--- src/rtl/core_bus_pkg.sv ---
// core_bus_pkg: shared encodings for the core data-bus Wishbone bridge
package core_bus_pkg;
    typedef enum logic [2:0] {
        OP_B  = 3'b000,
        OP_H  = 3'b001,
        OP_W  = 3'b010,
        OP_BU = 3'b100,
        OP_HU = 3'b101
    } mem_op_e;
    typedef enum logic [1:0] {ST_IDLE, ST_BUSY, ST_DONE} bridge_state_e;
    localparam logic [3:0] SEL_B  = 4'b0001;
    localparam logic [3:0] SEL_LO = 4'b0011;
    localparam logic [3:0] SEL_HI = 4'b1100;
    localparam logic [3:0] SEL_W  = 4'b1111;
endpackage

--- src/rtl/lsu_align.sv ---
// lsu_align: store lane/select generation, load extraction/extension and misalignment detection
module lsu_align import core_bus_pkg::*; (
    input  logic [2:0]  i_op,
    input  logic [1:0]  i_addr,
    input  logic [31:0] i_wdata,
    input  logic [31:0] i_rword,
    output logic [3:0]  o_sel,
    output logic [31:0] o_wdat,
    output logic [31:0] o_rdata,
    output logic        o_misaligned
);
    logic        w_b, w_h;
    logic [15:0] w_sh;
    assign w_b = (i_op == OP_B) || (i_op == OP_BU);
    assign w_h = (i_op == OP_H) || (i_op == OP_HU);
    assign w_sh = 16'(i_rword >> {i_addr, 3'b000});
    assign o_sel = w_b ? SEL_B << i_addr : w_h ? (i_addr[1] ? SEL_HI : SEL_LO) : SEL_W;
    assign o_wdat = w_b ? {4{i_wdata[7:0]}} : w_h ? {2{i_wdata[15:0]}} : i_wdata;
    // funct3[2] distinguishes the unsigned variants; undefined ops fall through as words
    assign o_rdata = w_b ? {{24{~i_op[2] & w_sh[7]}}, w_sh[7:0]} :
                     w_h ? {{16{~i_op[2] & w_sh[15]}}, w_sh} : i_rword;
    assign o_misaligned = (w_h & i_addr[0]) | (~w_b & ~w_h & |i_addr);
endmodule

--- src/rtl/core_dbus_wb_bridge.sv ---
// core_dbus_wb_bridge: turns MEM-stage load/store requests into single Wishbone classic cycles,
// stalling the pipeline until each access completes, errors or times out.
module core_dbus_wb_bridge import core_bus_pkg::*; #(
    parameter int unsigned TIMEOUT_CYCLES = 255
) (
    input  logic        clk,
    input  logic        reset,
    input  logic [31:0] mem_addr_mem,
    input  logic [31:0] mem_wdata_mem,
    input  logic        mem_write_mem,
    input  logic        mem_read_mem,
    input  logic [2:0]  mem_op_mem,
    output logic [31:0] mem_rdata_mem,
    output logic        stall_pipl,
    output logic        wb_cyc_o,
    output logic        wb_stb_o,
    output logic        wb_we_o,
    output logic [31:0] wb_adr_o,
    output logic [31:0] wb_dat_o,
    output logic [3:0]  wb_sel_o,
    input  logic [31:0] wb_dat_i,
    input  logic        wb_ack_i,
    input  logic        wb_err_i,
    output logic        bus_err,
    output logic [31:0] err_addr
);
    localparam int CW = $clog2(TIMEOUT_CYCLES + 1);
    bridge_state_e r_state;
    logic [CW-1:0] r_cnt;
    logic [31:0]   r_addr;
    logic [2:0]    r_op;
    logic          w_idle, w_req, w_mis, w_timeout;
    logic [3:0]    w_sel;
    logic [31:0]   w_wdat, w_rdata;
    assign w_idle = r_state == ST_IDLE;
    assign w_req = mem_read_mem | mem_write_mem;
    assign w_timeout = r_cnt == CW'(TIMEOUT_CYCLES - 1);
    assign stall_pipl = (w_idle & w_req) | (r_state == ST_BUSY);
    // One aligner serves both the incoming request (IDLE) and the captured request (BUSY)
    lsu_align u_align (
        .i_op         (w_idle ? mem_op_mem : r_op),
        .i_addr       (w_idle ? mem_addr_mem[1:0] : r_addr[1:0]),
        .i_wdata      (mem_wdata_mem),
        .i_rword      (wb_dat_i),
        .o_sel        (w_sel),
        .o_wdat       (w_wdat),
        .o_rdata      (w_rdata),
        .o_misaligned (w_mis)
    );
    always_ff @(posedge clk or posedge reset) begin
        if (reset) begin
            r_state       <= ST_IDLE;
            r_cnt         <= '0;
            r_addr        <= '0;
            r_op          <= '0;
            wb_cyc_o      <= 1'b0;
            wb_stb_o      <= 1'b0;
            wb_we_o       <= 1'b0;
            wb_adr_o      <= '0;
            wb_dat_o      <= '0;
            wb_sel_o      <= '0;
            mem_rdata_mem <= '0;
            bus_err       <= 1'b0;
            err_addr      <= '0;
        end else begin
            bus_err <= 1'b0;
            case (r_state)
                ST_IDLE: if (w_req) begin
                    r_addr <= mem_addr_mem;
                    r_op   <= mem_op_mem;
                    if (w_mis) begin
                        bus_err       <= 1'b1;
                        err_addr      <= mem_addr_mem;
                        mem_rdata_mem <= '0;
                        r_state       <= ST_DONE;
                    end else begin
                        wb_cyc_o <= 1'b1;
                        wb_stb_o <= 1'b1;
                        wb_we_o  <= mem_write_mem;
                        wb_adr_o <= {mem_addr_mem[31:2], 2'b00};
                        wb_dat_o <= w_wdat;
                        wb_sel_o <= w_sel;
                        r_cnt    <= '0;
                        r_state  <= ST_BUSY;
                    end
                end
                ST_BUSY: begin
                    r_cnt <= r_cnt + 1'b1;
                    if (wb_err_i || w_timeout) begin
                        wb_cyc_o      <= 1'b0;
                        wb_stb_o      <= 1'b0;
                        bus_err       <= 1'b1;
                        err_addr      <= r_addr;
                        mem_rdata_mem <= '0;
                        r_state       <= ST_DONE;
                    end else if (wb_ack_i) begin
                        wb_cyc_o <= 1'b0;
                        wb_stb_o <= 1'b0;
                        if (!wb_we_o) mem_rdata_mem <= w_rdata;
                        r_state <= ST_DONE;
                    end
                end
                default: r_state <= ST_IDLE;
            endcase
        end
    end
endmodule

--- config.mk ---
export PLATFORM = sky130hd
export DESIGN_NAME = core_dbus_wb_bridge
export DESIGN_NICKNAME = d
export VERILOG_FILES = /design/src/rtl/core_bus_pkg.sv /design/src/rtl/lsu_align.sv /design/src/rtl/core_dbus_wb_bridge.sv
export SDC_FILE = /design/constraint.sdc
export NUM_CORES = 1
export LEC_CHECK = 0
export ABC_CLOCK_PERIOD_IN_PS = 6000
export CORE_UTILIZATION = 43
export CTS_CLUSTER_DIAMETER = 150
export CTS_CLUSTER_SIZE = 10
export DETAILED_ROUTE_END_ITERATION = 8
export GPL_ROUTABILITY_DRIVEN = 0
export PLACE_DENSITY = 0.82
export RECOVER_POWER = 25
export SYNTH_ARGS = -nofsm -noshare
export SYNTH_HDL_FRONTEND = slang
export SYNTH_SLANG_ARGS = --single-unit
export TNS_END_PERCENT = 1
--- constraint.sdc ---
create_clock -name clk -period 6 [get_ports clk]
set_input_delay 1.2 -clock clk [delete_from_list [all_inputs] [get_ports clk]]
set_output_delay 1.2 -clock clk [all_outputs]
set_load 0.02 [all_outputs]
==> run metrics <==
status=complete, but fails checks; violated checks=capacitance limit, slew limit; crit-path max FO=21; Min Clock Period, post-route=4.11 ns; synthesized area=8390 sq um; wire per inst=18.4 um; number of detailed-route iterations in the first pass=5; combinational share of power=0.524; drt drc=0; Final nets=1111; ant diodes=0; Cell Pwr Density=579 nW/um^2; relative slew slack=-0.636; CTS tree=built; Critical Path RT=6.31 ns; register area share after synthesis=0.531; post-CTS setup buffer count=0; CP Data Arrival Time=4.42 ns; Total Wirelength=23500 um; syn_area_per_cell=10.6 sq um; Root Driver=clkbuf_16; worst skew pair latency=0.43 ns; # setup viols final=0; Overall Power=0.00666 W; Die H=142 um; MaxCap Viol Count=1; antenna violations before repair=0; htree depth=4; Final ANT Viol Nets=0; Synth-to-Final Area Change=37.1%; RSZ-0062 raised after global routing=false; Top FF cell, synth=dfrtp_1; largest net degree at the start of global routing=179; Setup crit start kind=input port; FFs w/ async S/R, synth=1.00; Filler cells=1586; Netlist cell types=53; TritonCTS buffer count=17; DR vias/cell=5.45; Internal=0.00395 W; final std cells w/o fill=1275; global-route wire length before repair=36600 um; Fin Hold WS=0.478 ns; most frequent cells in the layout=clkdlybuf4s50_1, dfrtp_1, nand2_1; Vias=6948; Rows=50; sequential share of power=0.310; FF+latch count, synth=178; setup TNS=0 ns; Starting DRT DRC Count=467; CTS resizes=0; layout cell share with drive strength beyond 1=0.131; kind of critical path=input port to flip-flop; Switch Pwr=0.00271 W; vias in the first global route=6807; Max Clock Skew=0.0118 ns; Clk pwr share=0.166; Core ar.=18900 sq um; Initial Util=0.444; Chip Width=142 um; # hold bufs at CTS=0; Worst Setup End Kind=flip-flop; Syn Inst Count=790; GR Overflow Total=0; die area=20100 sq um; TritonCTS Sinks=178; Slew Limit Fails=179; final period utilization=0.685; # port buffers=239; yosys warns=0; dpl cells=1245; Worst VDD drop=297 uV; maximum clock insertion buffer count=2; hpwl dp=16300 um; CTS clk-pin slew, worst paths=0.06 ns; final hold vios=0; f_max=0.243 GHz; cell leakage power=4.87 nW; Net Sw Frac=0.407; Min-Delay Path Class=flip-flop to flip-flop; most common cell after layout, fill and taps aside=clkdlybuf4s50_1; Post-synth EDFFs=0; worst slew pin tran=2.45 ns; gr usage total=0.237; I/O pin cnt=242
==> power groups by stage <==
| stage | logic, W | clock network, W | registers, W |
|---|---|---|---|
| after CTS | 0.00351 | 0.00113 | 0.00207 |
| after detailed placement | 0.00349 | 0 | 0.00208 |
| final | 0.00349 | 0.00110 | 0.00207 |
| after global placement | 0.00343 | 0 | 0.00205 |
| after global routing | 0.00372 | 0.00118 | 0.00213 |
| after floorplan | 0.00175 | 0 | 0.00248 |
==> flip-flops by register name (all words and copies together) (netlist names) <==
signal	flops
wb_sel_o	4
r_addr	32
wb_we_o	1
wb_stb_o	1
r_op	3
r_state	2
bus_err	1
mem_rdata_mem	32
err_addr	32
r_cnt	8
wb_dat_o	32
wb_adr_o	30
==> cells in the mapped netlist (3+ instances only) <==
cell type,n,share of area
buf_1,6,0.0027
nand2_1,132,0.059
or3_1,5,0.0037
mux2i_1,18,0.021
a211oi_1,15,0.013
o211ai_1,3,0.0027
a21oi_1,19,0.011
buf_2,14,0.0083
o21ai_0,37,0.022
a21o_1,9,0.0080
buf_4,3,0.0027
o21a_1,11,0.0098
o2bb2ai_1,3,0.0031
buf_6,6,0.0080
inv_1,38,0.017
o32ai_1,24,0.025
mux2_1,29,0.039
clkbuf_1,24,0.011
nor2_1,53,0.024
a31oi_1,13,0.0097
or4_1,4,0.0036
nand3_1,11,0.0066
dfrtp_1,178,0.53
or3b_2,3,0.0031
and3_1,9,0.0067
and2_1,3,0.0022
mux2_2,75,0.10
o22ai_1,10,0.0075
nand4_1,3,0.0022
==> cell type report <==
cell class                      instances  area, sq um  share of cell area
Timing Repair Buffer                  247         2450               0.213
Sequential cell                       178         4450               0.387
Inverter                               38          146              0.0127
Clock buffer                           19          443              0.0385
Tap cell                              260          325              0.0283
Clock inverter                         11          126              0.0110
Multi-Input combinational cell        522         3560               0.309
==> layer usage <==
metal | vias to the layer above | track usage | share of wire
met1 | 3424 | 0.293 | 0.41
met2 | 289 | 0.389 | 0.49
met3 | 48 | 0.0705 | 0.073
met5 | - | 0 | 0
li1 | 3187 | - | -
met4 | 0 | 0.0911 | 0.031
==> per-stage QoR <==
stage / worst slack, ns / area (sq um) / util
2_1_floorplan: 2.52 / 8400 / -
3_3_place_gp: 1.57 / 10900 / 0.579
3_5_place_dp: 1.47 / 10900 / 0.579
4_1_cts: 1.91 / 11500 / 0.610
5_1_grt: 1.71 / 11500 / 0.609
6_report: 1.89 / 11500 / 0.609
==> worst max-delay path, stage by stage <==
cell and delay, ns:
clkdlybuf4s50_1 0.54, nor3b_1 0.47, o221ai_1 0.37, a211o_1 0.46, a21boi_4 0.67, buf_4 0.35, mux2_1 0.35
==> kinds of logic (layout without fill, tap and decap cells) <==
group,Yosys count,count (layout),share of synthesized area
compound gates,160,160,0.132
buf+inv,91,315,0.0495
mux,123,123,0.163
fa+ha+maj,2,2,0.00298
other cells,1,2,0.000447
flops,178,178,0.531
simple gates,235,235,0.122
==> worst paths after layout <==
check / startpoint / end / slack, ns / depth (start not counted)
worst max register to register: r_state[1] / err_addr[4] / 2.57 / 6
worst min-delay path: wb_dat_o[13] / wb_dat_o[13] / 0.48 / 2
max in group asynchronous: reset / mem_rdata_mem[22] / 2.30 / 3
worst min register to register: wb_dat_o[13] / wb_dat_o[13] / 0.48 / 2
worst max-delay path: mem_op_mem[1] / err_addr[4] / 1.89 / 7
min in group asynchronous: reset / err_addr[27] / 2.14 / 3
(Power assumes the default switching activity.)
